**config.mk**
```make
export PLATFORM = sky130hd
export DESIGN_NAME = mul_share_arb_flat
export DESIGN_NICKNAME = d
export VERILOG_FILES = /design/src/rtl/mul_share_arb_if.sv /design/src/rtl/mul_share_arb.sv /design/src/flat_wrapper.sv
export SDC_FILE = /design/constraint.sdc
export NUM_CORES = 1
export LEC_CHECK = 0
export ABC_AREA = 1
export ABC_CLOCK_PERIOD_IN_PS = 2130
export CAP_MARGIN = 20
export CORE_UTILIZATION = 37
export CTS_CLUSTER_DIAMETER = 30
export CTS_CLUSTER_SIZE = 28
export DETAILED_ROUTE_END_ITERATION = 7
export PLACE_DENSITY = 0.77
export SYNTH_ARGS = -nofsm -noshare
export SYNTH_HDL_FRONTEND = slang
export SYNTH_SLANG_ARGS = --single-unit
export TNS_END_PERCENT = 100
```
**constraint.sdc**
```tcl
create_clock -name clk -period 2.13 [get_ports clk]
set_input_delay 0.426 -clock clk [delete_from_list [all_inputs] [get_ports clk]]
set_output_delay 0.426 -clock clk [all_outputs]
set_load 0.03 [all_outputs]
```
**src/rtl/mul_share_arb_if.sv**
```systemverilog
// Bundle of requester-side and multiplier-side signals for the shared-multiplier arbiter.
// The arbiter takes the slave view; the surrounding datapath/multiplier take the master view.
interface mul_share_arb_if #(
  parameter int NREQ = 4,
  parameter int W    = 8
);
  localparam int IW = (NREQ > 1) ? $clog2(NREQ) : 1;

  logic                en;
  logic [NREQ-1:0]     req;
  logic [NREQ*W-1:0]   a_in;
  logic [NREQ*W-1:0]   b_in;
  logic [NREQ-1:0]     gnt;
  logic [W-1:0]        mul_a;
  logic [W-1:0]        mul_b;
  logic [2*W-1:0]      mul_p;
  logic                rsp_valid;
  logic [IW-1:0]       rsp_id;
  logic [2*W-1:0]      rsp_p;
  logic                busy;

  modport slave (
    input  en, req, a_in, b_in, mul_p,
    output gnt, mul_a, mul_b, rsp_valid, rsp_id, rsp_p, busy
  );

  modport master (
    output en, req, a_in, b_in, mul_p,
    input  gnt, mul_a, mul_b, rsp_valid, rsp_id, rsp_p, busy
  );
endinterface

```
**src/rtl/mul_share_arb.sv**
```systemverilog
// Round-robin arbiter sharing one pipelined multiplier among NREQ requesters,
// tagging each issued operation so its product returns with the issuer's id.
module mul_share_arb #(
  parameter int NREQ = 4,
  parameter int W    = 8,
  parameter int LAT  = 1
) (
  input  logic            clk,
  input  logic            rst,
  mul_share_arb_if.slave  bus
);
  localparam int IW = (NREQ > 1) ? $clog2(NREQ) : 1;

  logic [IW-1:0]   ptr_q, ptr_d;
  logic [W-1:0]    mulA_q, mulA_d;
  logic [W-1:0]    mulB_q, mulB_d;
  logic [LAT:0]    tagValid_q, tagValid_d;
  logic [IW-1:0]   tagId_q [LAT+1];
  logic            rspValid_q;
  logic [IW-1:0]   rspId_q;
  logic [2*W-1:0]  rspP_q;

  logic            gntAny;
  logic [IW-1:0]   gntIdx;
  logic [NREQ-1:0] gntVec;
  int              idx;

  // Search upward from ptr with wrap; the first hit wins.
  always_comb begin
    gntAny = 1'b0;
    gntIdx = '0;
    gntVec = '0;
    idx    = 0;
    if (!rst && bus.en) begin
      for (int k = 0; k < NREQ; k++) begin
        idx = int'(ptr_q) + k;
        if (idx >= NREQ) idx = idx - NREQ;
        if (!gntAny && bus.req[idx]) begin
          gntAny = 1'b1;
          gntIdx = IW'(idx);
        end
      end
    end
    if (gntAny) gntVec[gntIdx] = 1'b1;
  end

  always_comb begin
    ptr_d  = ptr_q;
    mulA_d = mulA_q;
    mulB_d = mulB_q;
    if (gntAny) begin
      ptr_d  = (int'(gntIdx) == NREQ - 1) ? '0 : gntIdx + IW'(1);
      mulA_d = bus.a_in[int'(gntIdx)*W +: W];
      mulB_d = bus.b_in[int'(gntIdx)*W +: W];
    end
    tagValid_d = {tagValid_q[LAT-1:0], gntAny};
  end

  // The tag is held one stage beyond the multiplier latency so it lines up
  // with the edge at which the product is registered into rsp_p.
  always_ff @(posedge clk or posedge rst) begin
    if (rst) begin
      ptr_q      <= '0;
      mulA_q     <= '0;
      mulB_q     <= '0;
      tagValid_q <= '0;
      for (int s = 0; s <= LAT; s++) tagId_q[s] <= '0;
      rspValid_q <= 1'b0;
      rspId_q    <= '0;
      rspP_q     <= '0;
    end else begin
      ptr_q      <= ptr_d;
      mulA_q     <= mulA_d;
      mulB_q     <= mulB_d;
      tagValid_q <= tagValid_d;
      tagId_q[0] <= gntIdx;
      for (int s = 1; s <= LAT; s++) tagId_q[s] <= tagId_q[s-1];
      rspValid_q <= tagValid_q[LAT];
      if (tagValid_q[LAT]) begin
        rspId_q <= tagId_q[LAT];
        rspP_q  <= bus.mul_p;
      end
    end
  end

  assign bus.gnt       = gntVec;
  assign bus.mul_a     = mulA_q;
  assign bus.mul_b     = mulB_q;
  assign bus.rsp_valid = rspValid_q;
  assign bus.rsp_id    = rspId_q;
  assign bus.rsp_p     = rspP_q;
  assign bus.busy      = |tagValid_q;
endmodule

```
**src/flat_wrapper.sv**
```systemverilog
// flat-port wrapper written by rule: the top's interface ports become plain ports
module mul_share_arb_flat 
#(
  parameter int NREQ = 4,
  parameter int W    = 8,
  parameter int LAT  = 1
)
  (clk, rst, bus_en, bus_req, bus_a_in, bus_b_in, bus_mul_p, bus_gnt, bus_mul_a, bus_mul_b, bus_rsp_valid, bus_rsp_id, bus_rsp_p, bus_busy);
  mul_share_arb_if #(.NREQ(NREQ), .W(W)) bus_i ();
  input  logic clk;
  input  logic rst;
  input wire logic [$bits(bus_i.en)-1:0] bus_en;
  input wire logic [$bits(bus_i.req)-1:0] bus_req;
  input wire logic [$bits(bus_i.a_in)-1:0] bus_a_in;
  input wire logic [$bits(bus_i.b_in)-1:0] bus_b_in;
  input wire logic [$bits(bus_i.mul_p)-1:0] bus_mul_p;
  output wire logic [$bits(bus_i.gnt)-1:0] bus_gnt;
  output wire logic [$bits(bus_i.mul_a)-1:0] bus_mul_a;
  output wire logic [$bits(bus_i.mul_b)-1:0] bus_mul_b;
  output wire logic [$bits(bus_i.rsp_valid)-1:0] bus_rsp_valid;
  output wire logic [$bits(bus_i.rsp_id)-1:0] bus_rsp_id;
  output wire logic [$bits(bus_i.rsp_p)-1:0] bus_rsp_p;
  output wire logic [$bits(bus_i.busy)-1:0] bus_busy;
  assign bus_i.en = bus_en;
  assign bus_i.req = bus_req;
  assign bus_i.a_in = bus_a_in;
  assign bus_i.b_in = bus_b_in;
  assign bus_i.mul_p = bus_mul_p;
  assign bus_gnt = bus_i.gnt;
  assign bus_mul_a = bus_i.mul_a;
  assign bus_mul_b = bus_i.mul_b;
  assign bus_rsp_valid = bus_i.rsp_valid;
  assign bus_rsp_id = bus_i.rsp_id;
  assign bus_rsp_p = bus_i.rsp_p;
  assign bus_busy = bus_i.busy;
  mul_share_arb #(.NREQ(NREQ), .W(W), .LAT(LAT)) u_core (.clk(clk), .rst(rst), .bus(bus_i));
endmodule
```
==> flow_summary_export.csv, run 1 <==
group,metric,value,unit
layout,area_growth_syn_to_layout,67.1,%
critical_path,cp.depth,13,
sta,rsz0062_at_grt,"yes",
logic_synthesis,synth_seq_cells,43,
logic_synthesis,synth_warnings,0,
logic_synthesis,syn_inst,406,
layout,final_cell_count_no_fill,643,
routing,postRouteWirelength,7640,µm
die,design.die.area,7500,µm²
sta,finalSetupViolations,8,
grt,grt_use_met2,37.3,%
sta,fin_crit,2.47,ns
sta,maxClockFrequency,406,MHz
layout,diodes,0,
clocking,cts_root_buf,"clkbuf_8",
critical_path,cp_top_family,"simple AND/OR/NAND/NOR gates",
grt,grt_max_degree,33,
critical_path,cp-end-kind,"output pin",
routing,ant_nets,0,
clocking,hold_buffers,0,
critical_path,rr_worst_depth,14,
grt,overflow,0,
clocking,clock-sinks,43,
critical_path,cp.arrival,2.04,ns
routing,num_vias,2929,
critical_path,max_stage_delay,0.49,ns
placed_design,gp_congestion,0.896,
critical_path,crit_fanout,6,
outcome,failed_checks,"setup timing",
grt,busiest_layer,"met2",
sta,slew_violations,0,
clocking,htree_num_levels,2,
layout,nNetsFinal,634,
grt,grt.met1_usage,23.9,%
placed_design,hpwl,5540,µm
sta,hold_viol,0,
clocking,worst_skew_pair.late_latency,0.30,ns
routing,drt-vias-per-instance,4.56,
die,die_w,86.6,µm
logic_synthesis,yosysTopAreaCell,"dfrtp_1",
routing,wire_per_inst,11.9,µm
grt,grt_pass1_wl,12200,µm
sta,fin_worst_skew,0.0101,ns
clocking,clk_transition_reported_paths,0.08,ns
grt,antenna_found_initial,0,
layout,multiInputGateArea,1400,µm²
logic_synthesis,netlist_top_cells_area,"dfrtp_1, nand2_1, nand3_1, inv_1, buf_2",
critical_path,startpoint,"u_core.ptr_q[0]",
die,io-pin-count,127,
logic_synthesis,synth_fp_nets,494,
critical_path,cp-start-kind,"flip-flop",
grt,grt_pass1_vias,2775,
die,core.rowCount,30,
power_and_ir_drop,ir_drop,0.418,mV
die,start_util,38.5,%
critical_path,critical_path_class,"reg -> out",
die,core,6870,µm²
grt,grt_use_met3,4.95,%
placed_design,dpl.cell_count,628,
power_and_ir_drop,p_leak,0.00235,µW
run,maxCapViolCount,0,
grt,grt_usage,20.6,%
layout,postLayoutCoreUtil,64.4,%
routing,drtIter0Drc,137,
worst_hold_path,hp-start,"u_core.tagId_q[2]",
routing,route.detailed.drc,0,
logic_synthesis,synth_top_cell_area_share,40.6,%
logic_synthesis,ys_seq_area_share,40.6,%
sta,tightest_slew,0.476,ns
layout,layout_commonest_cell,"nand2_1",
critical_path,required,1.70,ns
sta,slew_headroom,68.1,%
worst_hold_path,min_path_type,"reg -> reg",
power_and_ir_drop,power.density,1220,nW/µm²
routing,firstDrtPassIters,4,
sta,postLayoutSetupSlackWorst,-0.336,ns
placed_design,numPortBuffers,126,
critical_path,crit_slowest_cell,"dfrtp_2",
logic_synthesis,syn_area,2650,µm²
sta,fin_crit_sh,116,%
outcome,status,"finished, violations left",
sta,setup_tns,-1.23,ns
layout,seq_area,1080,µm²
clocking,cts_tree,"done",
layout,drive_gt1_share,16.5,%
clocking,cts-buffers-inserted,5,
critical_path,r2r-start,"u_core.ptr_q[0]",
logic_synthesis,ys_types,25,
layout,layout_common_cells,"nand2_1, clkdlybuf4s50_1, nand3_1",
layout,fillers,595,
critical_path,crit_buf_inv,3,
die,die_h,86.6,µm
clocking,clockBufferDepth,2,
logic_synthesis,avgSynthCellArea,6.52,µm²
critical_path,critPathMostFrequentCell,"nand2_4",
critical_path,cp_cell_sequence,"buf_6 -> nand2_4 -> nand2_4 -> o21ai_4 -> nand2_2 -> nand2_1 -> nand2_2 -> nand2_4 -> nand2_8 -> ha_4 -> inv_4 -> nor2_4 -> buf_6",
worst_hold_path,min_path_cells,0,
## area by class of cell
| type | count | area share (%) |
|---|---|---|
| sequential | 43 | 24.4 |
| tap | 96 | 2.72 |
| clock inverter | 3 | 0.990 |
| inverter | 50 | 4.58 |
| timing repair buffer | 151 | 34.0 |
| multi-input combinational | 294 | 31.7 |
| clock buffer | 5 | 1.56 |
| timing repair inverter | 1 | 0.113 |
## sequential cells by signal, summed over array words and instances (netlist names)
name,cells
u_core.bus.mul_a,8
u_core.bus.mul_b,8
u_core.bus.rsp_id,2
u_core.bus.rsp_p,16
u_core.bus.rsp_valid,1
u_core.ptr_q,2
u_core.tagId_q,4
u_core.tagValid_q,2
## worst paths after layout
check	end	slack, ns
setup / recovery	bus_gnt[0]	-0.34
hold / removal	u_core.tagId_q[0]	0.34
setup reg to reg	u_core.bus.mul_b[2]	-0.02
hold reg to reg	u_core.tagId_q[0]	0.34
max in group asynchronous	u_core.ptr_q[1]	1.10
min in group asynchronous	u_core.bus.rsp_p[10]	0.55
## power by group
part	switching, µW	total [µW]	internal, µW
Clock	295	644	349
Sequential	191	1330	1130
Combinational	2050	3440	1380
Total	2540	5410	2870
## cell usage after synthesis
cell      count
inv_6         1
o21ai_2       1
or2_2         1
inv_2         4
nand3_2       1
inv_1        43
nand3_1      55
o21ai_0       1
nor2_2        1
a21oi_1       1
nor2_1        5
nand2_8       1
ha_1          1
nand2_4       2
nand3b_1      1
clkbuf_1      4
buf_2        11
nand2_1     216
inv_4         1
clkinv_1      1
nor2_4        1
buf_8         1
buf_6         3
dfrtp_1      43
nand2_2       6
## routing by layer
layer / wire [µm] / vias to the layer above
li1: - / 1504
met3: 529 / 11
met5: 0 / -
met1: 3290 / 1315
met2: 3720 / 99
met4: 102 / 0
## timing repair
item | in CTS | in global routing
pin swaps | 18 | 10
cloned | 0 | 1
setup endpoints to repair | 20 | 20
resized for setup | 34 | 25
buffers inserted | 5 | 1
## worst reg2reg max path, stage by stage (launching register included)
cell	delay [ns]
dfrtp_2	0.49
buf_6	0.16
nand2_4	0.08
nand2_4	0.05
o21ai_4	0.17
nand2_2	0.09
nand2_1	0.09
nand2_2	0.07
nand2_4	0.10
buf_4	0.33
nand3_1	0.14
nand3_1	0.11
nand2_1	0.07
nand2_1	0.06
nand2_1	0.04
## metrics by stage
stage | power, µW | cell area [µm²] | worst slack (ns) | hold WS (ns)
2_1_floorplan | 3290 | 2660 | -0.0426 | 0.331
4_1_cts | 5250 | 4320 | -0.308 | 0.349
3_5_place_dp | 4420 | 4080 | -0.443 | 0.335
5_1_grt | 5770 | 4420 | -0.445 | 0.353
6_report | 5410 | 4420 | -0.336 | 0.343
3_3_place_gp | 4350 | 4080 | -0.411 | 0.336
## cell families (layout without fill, tap and decap cells)
family	after synthesis	in the layout	share of synthesized area, %
DFF	43	43	40.6
adders and majority gates	1	1	0.473
buffers and inverters	69	210	11.9
and+or+nand+nor	290	290	46.3
AOI/OAI and AO/OA	3	3	0.709
Power figures use the tool's default switching activity.
==> run 2, diff against run 1 <==
ABC_AREA = not set   (was 1)
CORE_UTILIZATION = 35   (was 37)
PLACE_DENSITY = 0.76   (was 0.77)
==> flow_summary_export.csv, run 2 <==
group,metric,value,unit
critical_path,crit_buf_inv,4,
critical_path,cp-start-kind,"flip-flop",
routing,route.detailed.drc,28,
logic_synthesis,synth_warnings,0,
die,core.rowCount,29,
power_and_ir_drop,power.density,730,nW/µm²
critical_path,startpoint,"u_core.ptr_q[0]",
layout,area_growth_syn_to_layout,75.8,%
die,die_h,84,µm
clocking,hold_buffers,0,
grt,antenna_found_initial,0,
layout,layout_common_cells,"clkdlybuf4s50_1, dfrtp_1, a31oi_1",
logic_synthesis,async_reset_ff_share,100,%
placed_design,hpwl,5750,µm
die,io-pin-count,127,
sta,maxClockFrequency,460,MHz
sta,whs,0.352,ns
logic_synthesis,avgSynthCellArea,9.65,µm²
grt,grt_use_met3,5.93,%
critical_path,critical_path_class,"reg -> out",
critical_path,endpoint,"bus_gnt[2]",
layout,final_cell_area,4140,µm²
routing,wire_per_inst,16.4,µm
outcome,failed_checks,"DRC, setup timing",
logic_synthesis,syn_area,2350,µm²
placed_design,dp_slack,-0.464,ns
clocking,worst_skew_pair.late_latency,0.30,ns
worst_hold_path,min_path_type,"reg -> reg",
logic_synthesis,netlist_top_cells_area,"dfrtp_1, mux2_2, a31oi_1, and4_1, a21oi_1",
grt,grt_use_met2,38.2,%
sta,fin_crit,2.18,ns
logic_synthesis,ys_seq_area_share,45.7,%
placed_design,gp_congestion,0.827,
critical_path,critPathMostFrequentCell,"buf_6",
critical_path,rr_worst_depth,9,
grt,grt_pass1_vias,2445,
run,maxCapViolCount,0,
die,design.die.area,7060,µm²
routing,firstDrtPassIters,6,
power_and_ir_drop,p_leak,0.00174,µW
sta,fin_worst_skew,0.00968,ns
sta,slew_violations,0,
logic_synthesis,ys_types,34,
logic_synthesis,synth_seq_cells,43,
layout,diodes,0,
logic_synthesis,synth_flop_cell,"dfrtp_1",
die,core,6420,µm²
logic_synthesis,synth_top_cell_area_share,45.7,%
critical_path,cp_cell_sequence,"nor2b_4 -> o21ai_4 -> buf_6 -> buf_6 -> buf_12 -> nand3b_4 -> and2_4 -> buf_6",
sta,tightest_slew,0.364,ns
sta,postLayoutSetupSlackWorst,-0.0450,ns
grt,grt_pass1_wl,12200,µm
clocking,clk_transition_reported_paths,0.09,ns
layout,layout_commonest_cell,"clkdlybuf4s50_1",
critical_path,cp-end-kind,"output pin",
critical_path,cp_top_family,"flip-flops",
routing,drt-vias-per-instance,5.24,
sta,fin_crit_sh,102,%
logic_synthesis,syn_inst,244,
routing,num_vias,2471,
grt,grt_max_degree,44,
logic_synthesis,synth_edf_count,0,
grt,grt.met1_usage,27.0,%
grt,grt_usage,22.1,%
sta,rsz0062_at_grt,"yes",
outcome,status,"finished, violations left",
critical_path,max_stage_delay,0.49,ns
critical_path,rr_endpoint,"u_core.bus.mul_b[6]",
critical_path,crit_slowest_cell,"dfrtp_2",
clocking,cts-buffers-inserted,5,
logic_synthesis,synth.most_common_cell,"dfrtp_1",
die,start_util,36.6,%
grt,overflow,0,
sta,slew_headroom,75.7,%
clocking,cts_root_buf,"clkbuf_8",
sta,hold_viol,0,
critical_path,cp.depth,8,
logic_synthesis,ys_top_cells_by_count,"dfrtp_1, a31oi_1, nor2_1",
grt,busiest_layer,"met2",
critical_path,crit_fanout,5,
logic_synthesis,synth_fp_nets,332,
routing,postRouteWirelength,7740,µm
logic_synthesis,yosysTopAreaCell,"dfrtp_1",
layout,nNetsFinal,482,
critical_path,cp.arrival,1.75,ns
sta,setup_tns,-0.108,ns
clocking,cts_tree,"done",
placed_design,numPortBuffers,126,
critical_path,r2r-start,"u_core.ptr_q[0]",
routing,ant_nets,0,
routing,drtIter0Drc,105,
clocking,clock-sinks,43,
sta,finalSetupViolations,3,
clocking,clockBufferDepth,2,
die,die_w,84,µm
power_and_ir_drop,ir_drop,0.296,mV
layout,drive_gt1_share,24.6,%
layout,largest_reg_flops,16,
critical_path,r2r_setup_slack,0.14,ns
placed_design,place_area,3800,µm²
critical_path,required,1.70,ns
clocking,htree_num_levels,2,
run 2: changes by cell type in the layout (fill, tap and decap cells not counted), sizes merged, moves of 13 or more:
cell,before,now
nand2,225,2
nand3,56,17
a31oi,0,31
inv,48,22
mux2,0,18
o21ai,2,19
a21oi,1,17
and4,0,15
nor2,7,21
buf,29,42
run 2: layout make-up:
type	instances	area (µm²)
Fill cell	518	2290
Timing Repair Buffer	163	1590
Multi-Input combinational cell	160	1200
Sequential cell	43	1080
Tap cell	77	96.3
Inverter	21	78.8
Clock buffer	5	68.8
Clock inverter	3	23.8
run 2: kinds of logic (layout without fill, tap and decap cells):
family                     after synthesis  in the layout  synth area share, %
muxes                                   18             18                 8.61
adders and majority gates                1              1                0.532
and+or+nand+nor                         67             67                 16.5
DFF                                     43             43                 45.7
AOI/OAI and AO/OA                       74             74                 20.5
buffers and inverters                   41            192                 8.19
run 2: worst min path at each step:
stage | cells past startpoint | slack, ns | start | to
floorplan | 0 | 0.33 | u_core.tagId_q[2] | u_core.tagId_q[0]
global placement | 0 | 0.33 | u_core.tagId_q[2] | u_core.tagId_q[0]
detailed placement | 0 | 0.34 | u_core.tagId_q[3] | u_core.tagId_q[1]
CTS | 0 | 0.36 | u_core.tagId_q[3] | u_core.tagId_q[1]
global route | 0 | 0.35 | u_core.tagId_q[2] | u_core.tagId_q[0]
finish | 0 | 0.35 | u_core.tagId_q[2] | u_core.tagId_q[0]
run 2: worst reg2reg max path, delay by kind of cell (launching register included):
kind | cells | cell delay (ns)
compound gates | 3 | 0.47
simple gates | 2 | 0.40
flops | 1 | 0.49
buf+inv | 4 | 0.51
run 2: stage by stage:
stage | total power, µW | util, % | std cells
floorplan | 1760 | - | 244
global placement | 2330 | 59.1 | 452
detailed placement | 2370 | 59.1 | 452
CTS | 2960 | 62.7 | 466
global route | 3180 | 64.4 | 472
finish | 3020 | 64.4 | 472
run 2: timing repair:
| item | CTS | global route |
|---|---|---|
| pin swaps | 6 | 2 |
| setup buffers | 6 | 5 |
| gates resized for setup | 37 | 11 |
| cloned | 0 | 1 |
| setup endpoints to repair | 4 | 4 |
| hold endpoints to repair | 0 | 0 |
run 2: metal layers:
layer  wire [µm]  part of all wire (%)  vias up
met5           0                     0        -
met4         129                   1.7        0
met3         725                   9.4       14
met2        3690                    48      119
met1        3200                    41     1153
li1            -                     -     1185
run 2: power breakdown:
group / total (µW) / switching [µW] / internal [µW] / leakage (µW)
clock network: 532 / 297 / 234 / 0.0000408
logic: 1440 / 737 / 699 / 0.00119
registers: 1050 / 93.6 / 959 / 0.000511
